**src/rtl/vliw_imem_loader.sv**
```systemverilog
// Instruction-memory loader: packs a host byte stream into 48-bit VLIW bundles,
// writes them at successive word addresses, verifies a trailing XOR checksum.
module vliw_imem_loader #(
  parameter int unsigned ADDR_W    = 5,
  parameter int unsigned MAX_WORDS = 8
) (
  input  logic              clk,
  input  logic              reset,
  input  logic              start,
  input  logic [7:0]        in_data,
  input  logic              in_valid,
  output logic              in_ready,
  output logic              im_we,
  output logic [ADDR_W-1:0] im_addr,
  output logic [47:0]       im_wdata,
  output logic              core_hold,
  output logic              done,
  output logic              error,
  output logic [3:0]        words_loaded
);

  localparam int unsigned BUNDLE_W = 48;
  localparam int unsigned BYTE_W   = 8;
  localparam int unsigned CNT_W    = 3;
  localparam int unsigned WORD_W   = 4;
  localparam int unsigned LAST_IDX = 5;

  typedef enum logic [2:0] {
    IDLE,
    COUNT,
    DATA,
    WRITE,
    CHECK,
    DONE,
    ERROR
  } state_t;

  state_t              state;
  state_t              nextState;
  logic [BUNDLE_W-1:0] bundle;
  logic [BUNDLE_W-1:0] bundleShifted;
  logic [BYTE_W-1:0]   checksum;
  logic [CNT_W-1:0]    byteCnt;
  logic [WORD_W-1:0]   numWords;
  logic [WORD_W-1:0]   wordsNext;
  logic                accept;
  logic                lastByte;
  logic                countBad;

  assign accept        = in_valid & in_ready;
  assign lastByte      = (byteCnt == CNT_W'(LAST_IDX));
  assign countBad      = (in_data == '0) || (in_data > BYTE_W'(MAX_WORDS));
  assign wordsNext     = words_loaded + WORD_W'(1);
  assign bundleShifted = {bundle[BUNDLE_W-BYTE_W-1:0], in_data};

  // Next-state decode; start is only honoured between loads.
  always_comb begin
    nextState = state;
    case (state)
      IDLE, DONE, ERROR: if (start) nextState = COUNT;
      COUNT:             if (accept) nextState = countBad ? ERROR : DATA;
      DATA:              if (accept && lastByte) nextState = WRITE;
      WRITE:             nextState = (wordsNext == numWords) ? CHECK : DATA;
      CHECK:             if (accept) nextState = (in_data == checksum) ? DONE : ERROR;
      default:           nextState = IDLE;
    endcase
  end

  // Status outputs are registered from the next state so they track it exactly.
  always_ff @(posedge clk or negedge reset) begin
    if (!reset) begin
      state        <= IDLE;
      in_ready     <= 1'b0;
      im_we        <= 1'b0;
      im_addr      <= '0;
      im_wdata     <= '0;
      core_hold    <= 1'b1;
      done         <= 1'b0;
      error        <= 1'b0;
      words_loaded <= '0;
      bundle       <= '0;
      checksum     <= '0;
      byteCnt      <= '0;
      numWords     <= '0;
    end else begin
      state     <= nextState;
      in_ready  <= (nextState inside {COUNT, DATA, CHECK});
      im_we     <= (nextState == WRITE);
      core_hold <= (nextState != DONE);
      done      <= (nextState == DONE);
      error     <= (nextState == ERROR);
      case (state)
        COUNT: begin
          if (accept && !countBad) begin
            numWords     <= in_data[WORD_W-1:0];
            words_loaded <= '0;
            checksum     <= '0;
            byteCnt      <= '0;
          end
        end
        DATA: begin
          if (accept) begin
            bundle   <= bundleShifted;
            checksum <= checksum ^ in_data;
            byteCnt  <= lastByte ? '0 : byteCnt + CNT_W'(1);
            // Address/data are presented with the strobe and then held.
            if (lastByte) begin
              im_addr  <= ADDR_W'({words_loaded, 2'b00});
              im_wdata <= bundleShifted;
            end
          end
        end
        WRITE:   words_loaded <= wordsNext;
        default: ;
      endcase
    end
  end

endmodule

```
**config.mk**
```make
export PLATFORM = sky130hd
export DESIGN_NAME = vliw_imem_loader
export DESIGN_NICKNAME = d
export VERILOG_FILES = /design/src/rtl/vliw_imem_loader.sv
export SDC_FILE = /design/constraint.sdc
export NUM_CORES = 1
export LEC_CHECK = 0
export CAP_MARGIN = 20
export CORE_ASPECT_RATIO = 1.4
export CORE_MARGIN = 2
export CORE_UTILIZATION = 60
export CTS_BUF_LIST = sky130_fd_sc_hd__clkbuf_2
export DETAILED_ROUTE_END_ITERATION = 6
export PLACE_DENSITY = 0.87
export SLEW_MARGIN = 20
export SYNTH_ARGS = -nofsm -noshare
export SYNTH_HDL_FRONTEND = slang
export SYNTH_SLANG_ARGS = --single-unit
```
**constraint.sdc**
```tcl
create_clock -name clk -period 5.45 [get_ports clk]
set_input_delay 0.8175 -clock clk [delete_from_list [all_inputs] [get_ports clk]]
set_output_delay 0.8175 -clock clk [all_outputs]
set_load 0.005 [all_outputs]
```
# After elaboration in Yosys (flattened, before gate mapping)
# Index checks and enable logic that the tools add are counted.
dict set report word_totals {
  ff_bits 118
  output_inout_bits 62
}
dict set report op_classes {
  n_addsub 2
  order_cmp 1
  eq_ne 18
  n_mux 17
  bitwise 2
  reduce_logical 15
}
# cell n
set ops {}
lappend ops {{$mux 3} 9}
lappend ops {{$eq 3x3->1 const B} 7}
lappend ops {{$mux 8} 2}
lappend ops {{$pmux 8 s2} 1}
lappend ops {{$pmux 3 s5} 1}
lappend ops {{$eq 3x2->1 const B} 4}
lappend ops {{$eq 8x8->1} 1}
lappend ops {{$gt 8x4->1 const B} 1}
lappend ops {{$logic_not 8->1} 1}
lappend ops {{$pmux 4 s2} 1}
lappend ops {{$xor 8x8->8} 1}
lappend ops {{$eq 3x1->1 const B} 2}
lappend ops {{$pmux 3 s2} 1}
lappend ops {{$reduce_and 2->1} 3}
lappend ops {{$reduce_and 3->1} 2}
lappend ops {{$add 4x1->4 const B} 1}
lappend ops {{$eq 4x4->1} 1}
lappend ops {{$mux 4} 1}
lappend ops {{$ne 2x2->1 const B} 2}
lappend ops {{$reduce_bool 2->1} 2}
lappend ops {{$add 3x1->3 const B} 1}
lappend ops {{$logic_not 3->1} 1}
lappend ops {{$ne 3x3->1 const B} 1}
lappend ops {{$reduce_bool 3->1} 1}
lappend ops {{6 further kinds} 7}

# Depth between registers and ports, before layout
dict set report logic_depth {
  depth_word 7
  depth_mapped 7
  depth_no_buf 6
}

# Least setup slack after synthesis
# No wires, ideal clock.
dict set report synth_path {
  path_type {input to register}
  from {input port in_data[0]}
  to {register in_ready}
  setup_time_ns 0.094
  arrival_time_ns 2.060
  t_required_ns 5.356
  path_slack_ns 3.296
  path_stages 5
  cell_sequence {xor2_1 -> or4_1 -> o311ai_1 -> o31ai_1 -> a211oi_1}
}
dict set report synth_between {
  elab_chain_cells 7
  elab_cells_between_ends 13
  cone_classes {order compare: 1; eq/ne: 4; mux: 5; reduce/logical: 3}
}
# item line_no
set synth_rtl {}
lappend synth_rtl {{start, declared} 10} ;# input logic [7:0] in_data,
lappend synth_rtl {{$gt 8x4->1 or $logic_not 8->1 (tied branches)} 52} ;# assign countBad = (in_data == '0) || (in_data > BYTE_W'(MAX_WORDS));
lappend synth_rtl {{$logic_or 1x1->1} 52}
lappend synth_rtl {{$mux 3 (2 in a row)} 61} ;# COUNT: if (accept) nextState = countBad ? ERROR : DATA;
lappend synth_rtl {{$pmux 3 s5 *} 59} ;# case (state)
lappend synth_rtl {{$eq 3x1->1, or another cell as far along} 87} ;# in_ready <= (nextState inside {COUNT, DATA, CHECK});
lappend synth_rtl {{$reduce_bool 3->1 *} 87}
lappend synth_rtl {{end signal, assigned} 87}
lappend synth_rtl {{end, declared} 12} ;# output logic in_ready,
# Mark *: on every way between the ends. The rest lies on a longest branch, timed or not.
# A chain may end at the register's enable or synchronous reset.

# Worst setup path in the final report
dict set report layout_path {
  from {register state[1]}
  to {register byteCnt[1]}
}
dict set report layout_between {
  elab_chain_cells 3
  elab_cells_between_ends 7
  cone_classes {eq/ne: 4; mux: 1; reduce/logical: 2}
}
# item line_no
set layout_rtl {}
lappend layout_rtl {{start, declared} 38} ;# state_t state;
lappend layout_rtl {{start signal, assigned} 86} ;# state <= nextState;
lappend layout_rtl {{$eq 3x2->1 or $eq 3x1->1 (tied branches)} 92} ;# case (state)
lappend layout_rtl {{$ne 2x2->1 (no source line) or $reduce_bool 2->1 (tied branches)} -}
lappend layout_rtl {{$reduce_and 3->1 (no source line)} -}
lappend layout_rtl {{end signal, assigned} 105} ;# byteCnt <= lastByte ? '0 : byteCnt + CNT_W'(1);
lappend layout_rtl {{end, declared} 43} ;# logic [CNT_W-1:0] byteCnt;
# Several ways; a longest one is shown, not always the timed one.

==> key figures <==
Drt
  – Routed WL: 10100 um
  – Vias/cell: 5.48
  – Post-route ant nets: 0
  – Avg WL per Cell: 16.1 um
  – Vias: 3436
  – DR pass1 iterations: 4
  – Remaining DRCs: 0
  – Iter 0 DRT Violations: 212

Timing
  – Final setup TNS: 0 ns
  – Period utilisation layout: 51.3%
  – Tmin final: 2.80 ns
  – Final WS setup: 2.65 ns
  – Clock Skews: 0.0203 ns
  – Slew margin rel.: 38.0%
  – Final Hold Vio Count: 0
  – RSZ-0062 raised after global routing: false
  – Final Slew Violations: 0
  – Final Setup Violations: 0
  – Worst Max-Slew Pin Slew: 0.931 ns
  – Peak Freq: 358 MHz

Setup path
  – Crit start category: register
  – CP max-delay cell: dfrtp_1
  – Crit path required time: 6.00 ns
  – CP peak stage delay: 0.63 ns
  – Crit Path Max Fanout: 25
  – Crit path buf inv count: 1
  – Worst setup EP type: register
  – Worst path arrival time: 3.35 ns
  – Delay-heaviest family, CP: simple AND/OR/NAND/NOR gates
  – Crit Path Class: register to register
  – Critical path, cell by cell: or3b_1 > nor2_2 > buf_4 > nand2_1 > o31ai_1

Placed design
  – Pre-CTS setup slack: 2.08 ns
  – Port-buffer cells: 71
  – Dpl cells: 594
  – Hpwl dp: 6860 um
  – Gp weighted congestion: 0.907

Clock tree
  – Cts repair resizes: 0
  – Clock Latency Late Sink: 0.65 ns
  – CTS buffer count: 17
  – Hold Buf Count CTS: 0
  – H-tree Lvls: 4
  – TritonCTS clock tree: built
  – Clock Tree Root: clkbuf_2
  – Clock Tree Buf Depth: 2
  – CTS Sinks: 118
  – Setup bufs post-CTS: 0
  – Reg clk slew, reported paths: 0.16 ns

Synthesis
  – Post-Synthesis Mean Instance Area: 11.3 um^2
  – YS warnings: 0
  – Yosys reg bits: 118
  – Synthesized cell area: 4920 um^2
  – Post-synth cell types: 43
  – Post-synthesis async set-or-reset flop share: 100%
  – Top_reg_cell synth: dfrtp_1
  – EDFF count, synth: 0
  – Cells after Synth: 437
  – Register area share after synthesis: 60.1%

Pwr
  – P_leak: 2.92 nW
  – Cell Pwr Density: 387 nW/um^2
  – Max IR drop VDD: 0.304 mV
  – Total power: 0.00228 W

Layout
  – Final Util: 73.0%
  – Layout fillers: 588
  – Final cell count without fillers: 627
  – Ant diodes: 0
  – Area Overhead vs Synth: 19.4%
  – Layout cells sized above 1: 18.1%
  – NumNets Final: 525

Global route
  – Grt ovf: 0
  – Vias in the first global route: 3468
  – Largest net degree at the start of global routing: 78
  – First-pass GRT wire length: 16800 um
  – Initial antenna violation count: 0
  – GRT Util Overall: 24.7%

Floorplan
  – IO Pins: 74
  – Die W: 80.5 um
  – Rows: 39
  – Die area: 8950 um^2
  – Core area: 8050 um^2
  – DIE HEIGHT: 111 um
  – Starting Density: 61.1%

Job
  – Max-Cap Viols: 0

Outcome
  – Status: completed

Hold path
  – Min-Delay Path Class: input pin to async pin
## layer usage
metal / vias to the layer above / wire, um / track usage (%)
met4: 0 / 206 / 9.49
met2: 97 / 5230 / 39.2
met1: 1707 / 4200 / 32.8
met3: 17 / 448 / 6.19
met5: - / 0 / 0
li1: 1615 / - / -
## stage by stage
stage | area (um^2) | hold WS, ns
after global routing | 5870 | 0.301
after CTS | 5860 | 0.270
after global placement | 5670 | 0.456
final | 5870 | 0.270
after detailed placement | 5670 | 0.459
after floorplan | 4920 | 0.440
## cell usage after synthesis, types with 2 or more instances
library cell / number / area share [%]
buf_4: 2 / 0.31
buf_6: 5 / 1.1
or3_1: 2 / 0.25
nand3b_1: 3 / 0.46
nand4b_1: 2 / 0.36
xnor2_1: 5 / 0.89
nor4_1: 2 / 0.25
or4_1: 2 / 0.31
nand3_1: 5 / 0.51
dfrtp_1: 117 / 60
o21a_1: 2 / 0.31
inv_1: 6 / 0.46
nor3b_1: 2 / 0.31
buf_2: 5 / 0.51
o31ai_1: 4 / 0.61
nand2_1: 131 / 10
mux2i_1: 2 / 0.41
and3_1: 2 / 0.25
mux2_2: 55 / 13
nor2_1: 13 / 0.99
o21ai_0: 22 / 2.2
a21oi_1: 7 / 0.71
nor3_1: 4 / 0.41
xor2_1: 9 / 1.6
clkbuf_1: 9 / 0.69
o22ai_1: 2 / 0.25
## where the power goes
part	switching, W	internal, W	leakage, nW
Combinational	0.000298	0.000255	1.19
Clock	0.000304	0.000164	0.126
Sequential	0.000191	0.00106	1.60
Total	0.000794	0.00148	2.92
## cell usage in the layout (no fill, tap or decap), types with 5 or more instances in the layout
cell               n
xnor2_1            5
nand2_1          131
dfrtp_1          117
xor2_1             9
nand3_1            5
o21ai_0           22
clkdlybuf4s50_1   70
a21oi_1            7
inv_1              6
mux2_2            55
clkbuf_2          21
nor2_1            12
## worst register-to-register path, cell delays in order, from the launching register on
cell and delay (ns):
dfrtp_1 0.63, or3b_1 0.62, nor2_2 0.63, buf_4 0.40, nand2_1 0.14, o31ai_1 0.28
## worst paths after layout
kind,from,end,slack [ns],cells past startpoint
setup / recovery,state[1],byteCnt[1],2.65,5
hold / removal,reset,im_wdata[3],0.27,1
setup reg to reg,state[1],byteCnt[1],2.65,5
hold reg to reg,bundle[36],bundle[36],0.49,2
max in group asynchronous,reset,bundle[39],4.10,2
min in group clk,bundle[36],bundle[36],0.49,2
## sequential cells by signal (all words and copies together), names as in the netlist
signal        cells
error             1
words_loaded      4
im_wdata         48
core_hold         1
bundle           40
in_ready          1
state             3
numWords          4
im_addr           3
checksum          8
byteCnt           3
im_we             1
done              1
## layout make-up
type                       count  area (um^2)  area share (%)
sequential                   118         2950            50.3
clock inverter                11         85.1            1.45
inverter                       6         22.5           0.383
clock buffer                  21          105            1.79
multi-input combinational    293         1820            30.9
timing repair buffer          76          762            13.0
tap                          102          128            2.17
## cells by family after synthesis
group           count (synthesis)  synth area share, %
flops                         118                 60.1
compound gates                 45                 5.44
other cells                     1               0.0762
xor+xnor                       15                 2.98
buf+inv                        27                 3.10
fa+ha+maj                       1                0.254
mux                            57                 13.0
simple gates                  173                 15.1
Power figures use the tool's default switching activity.
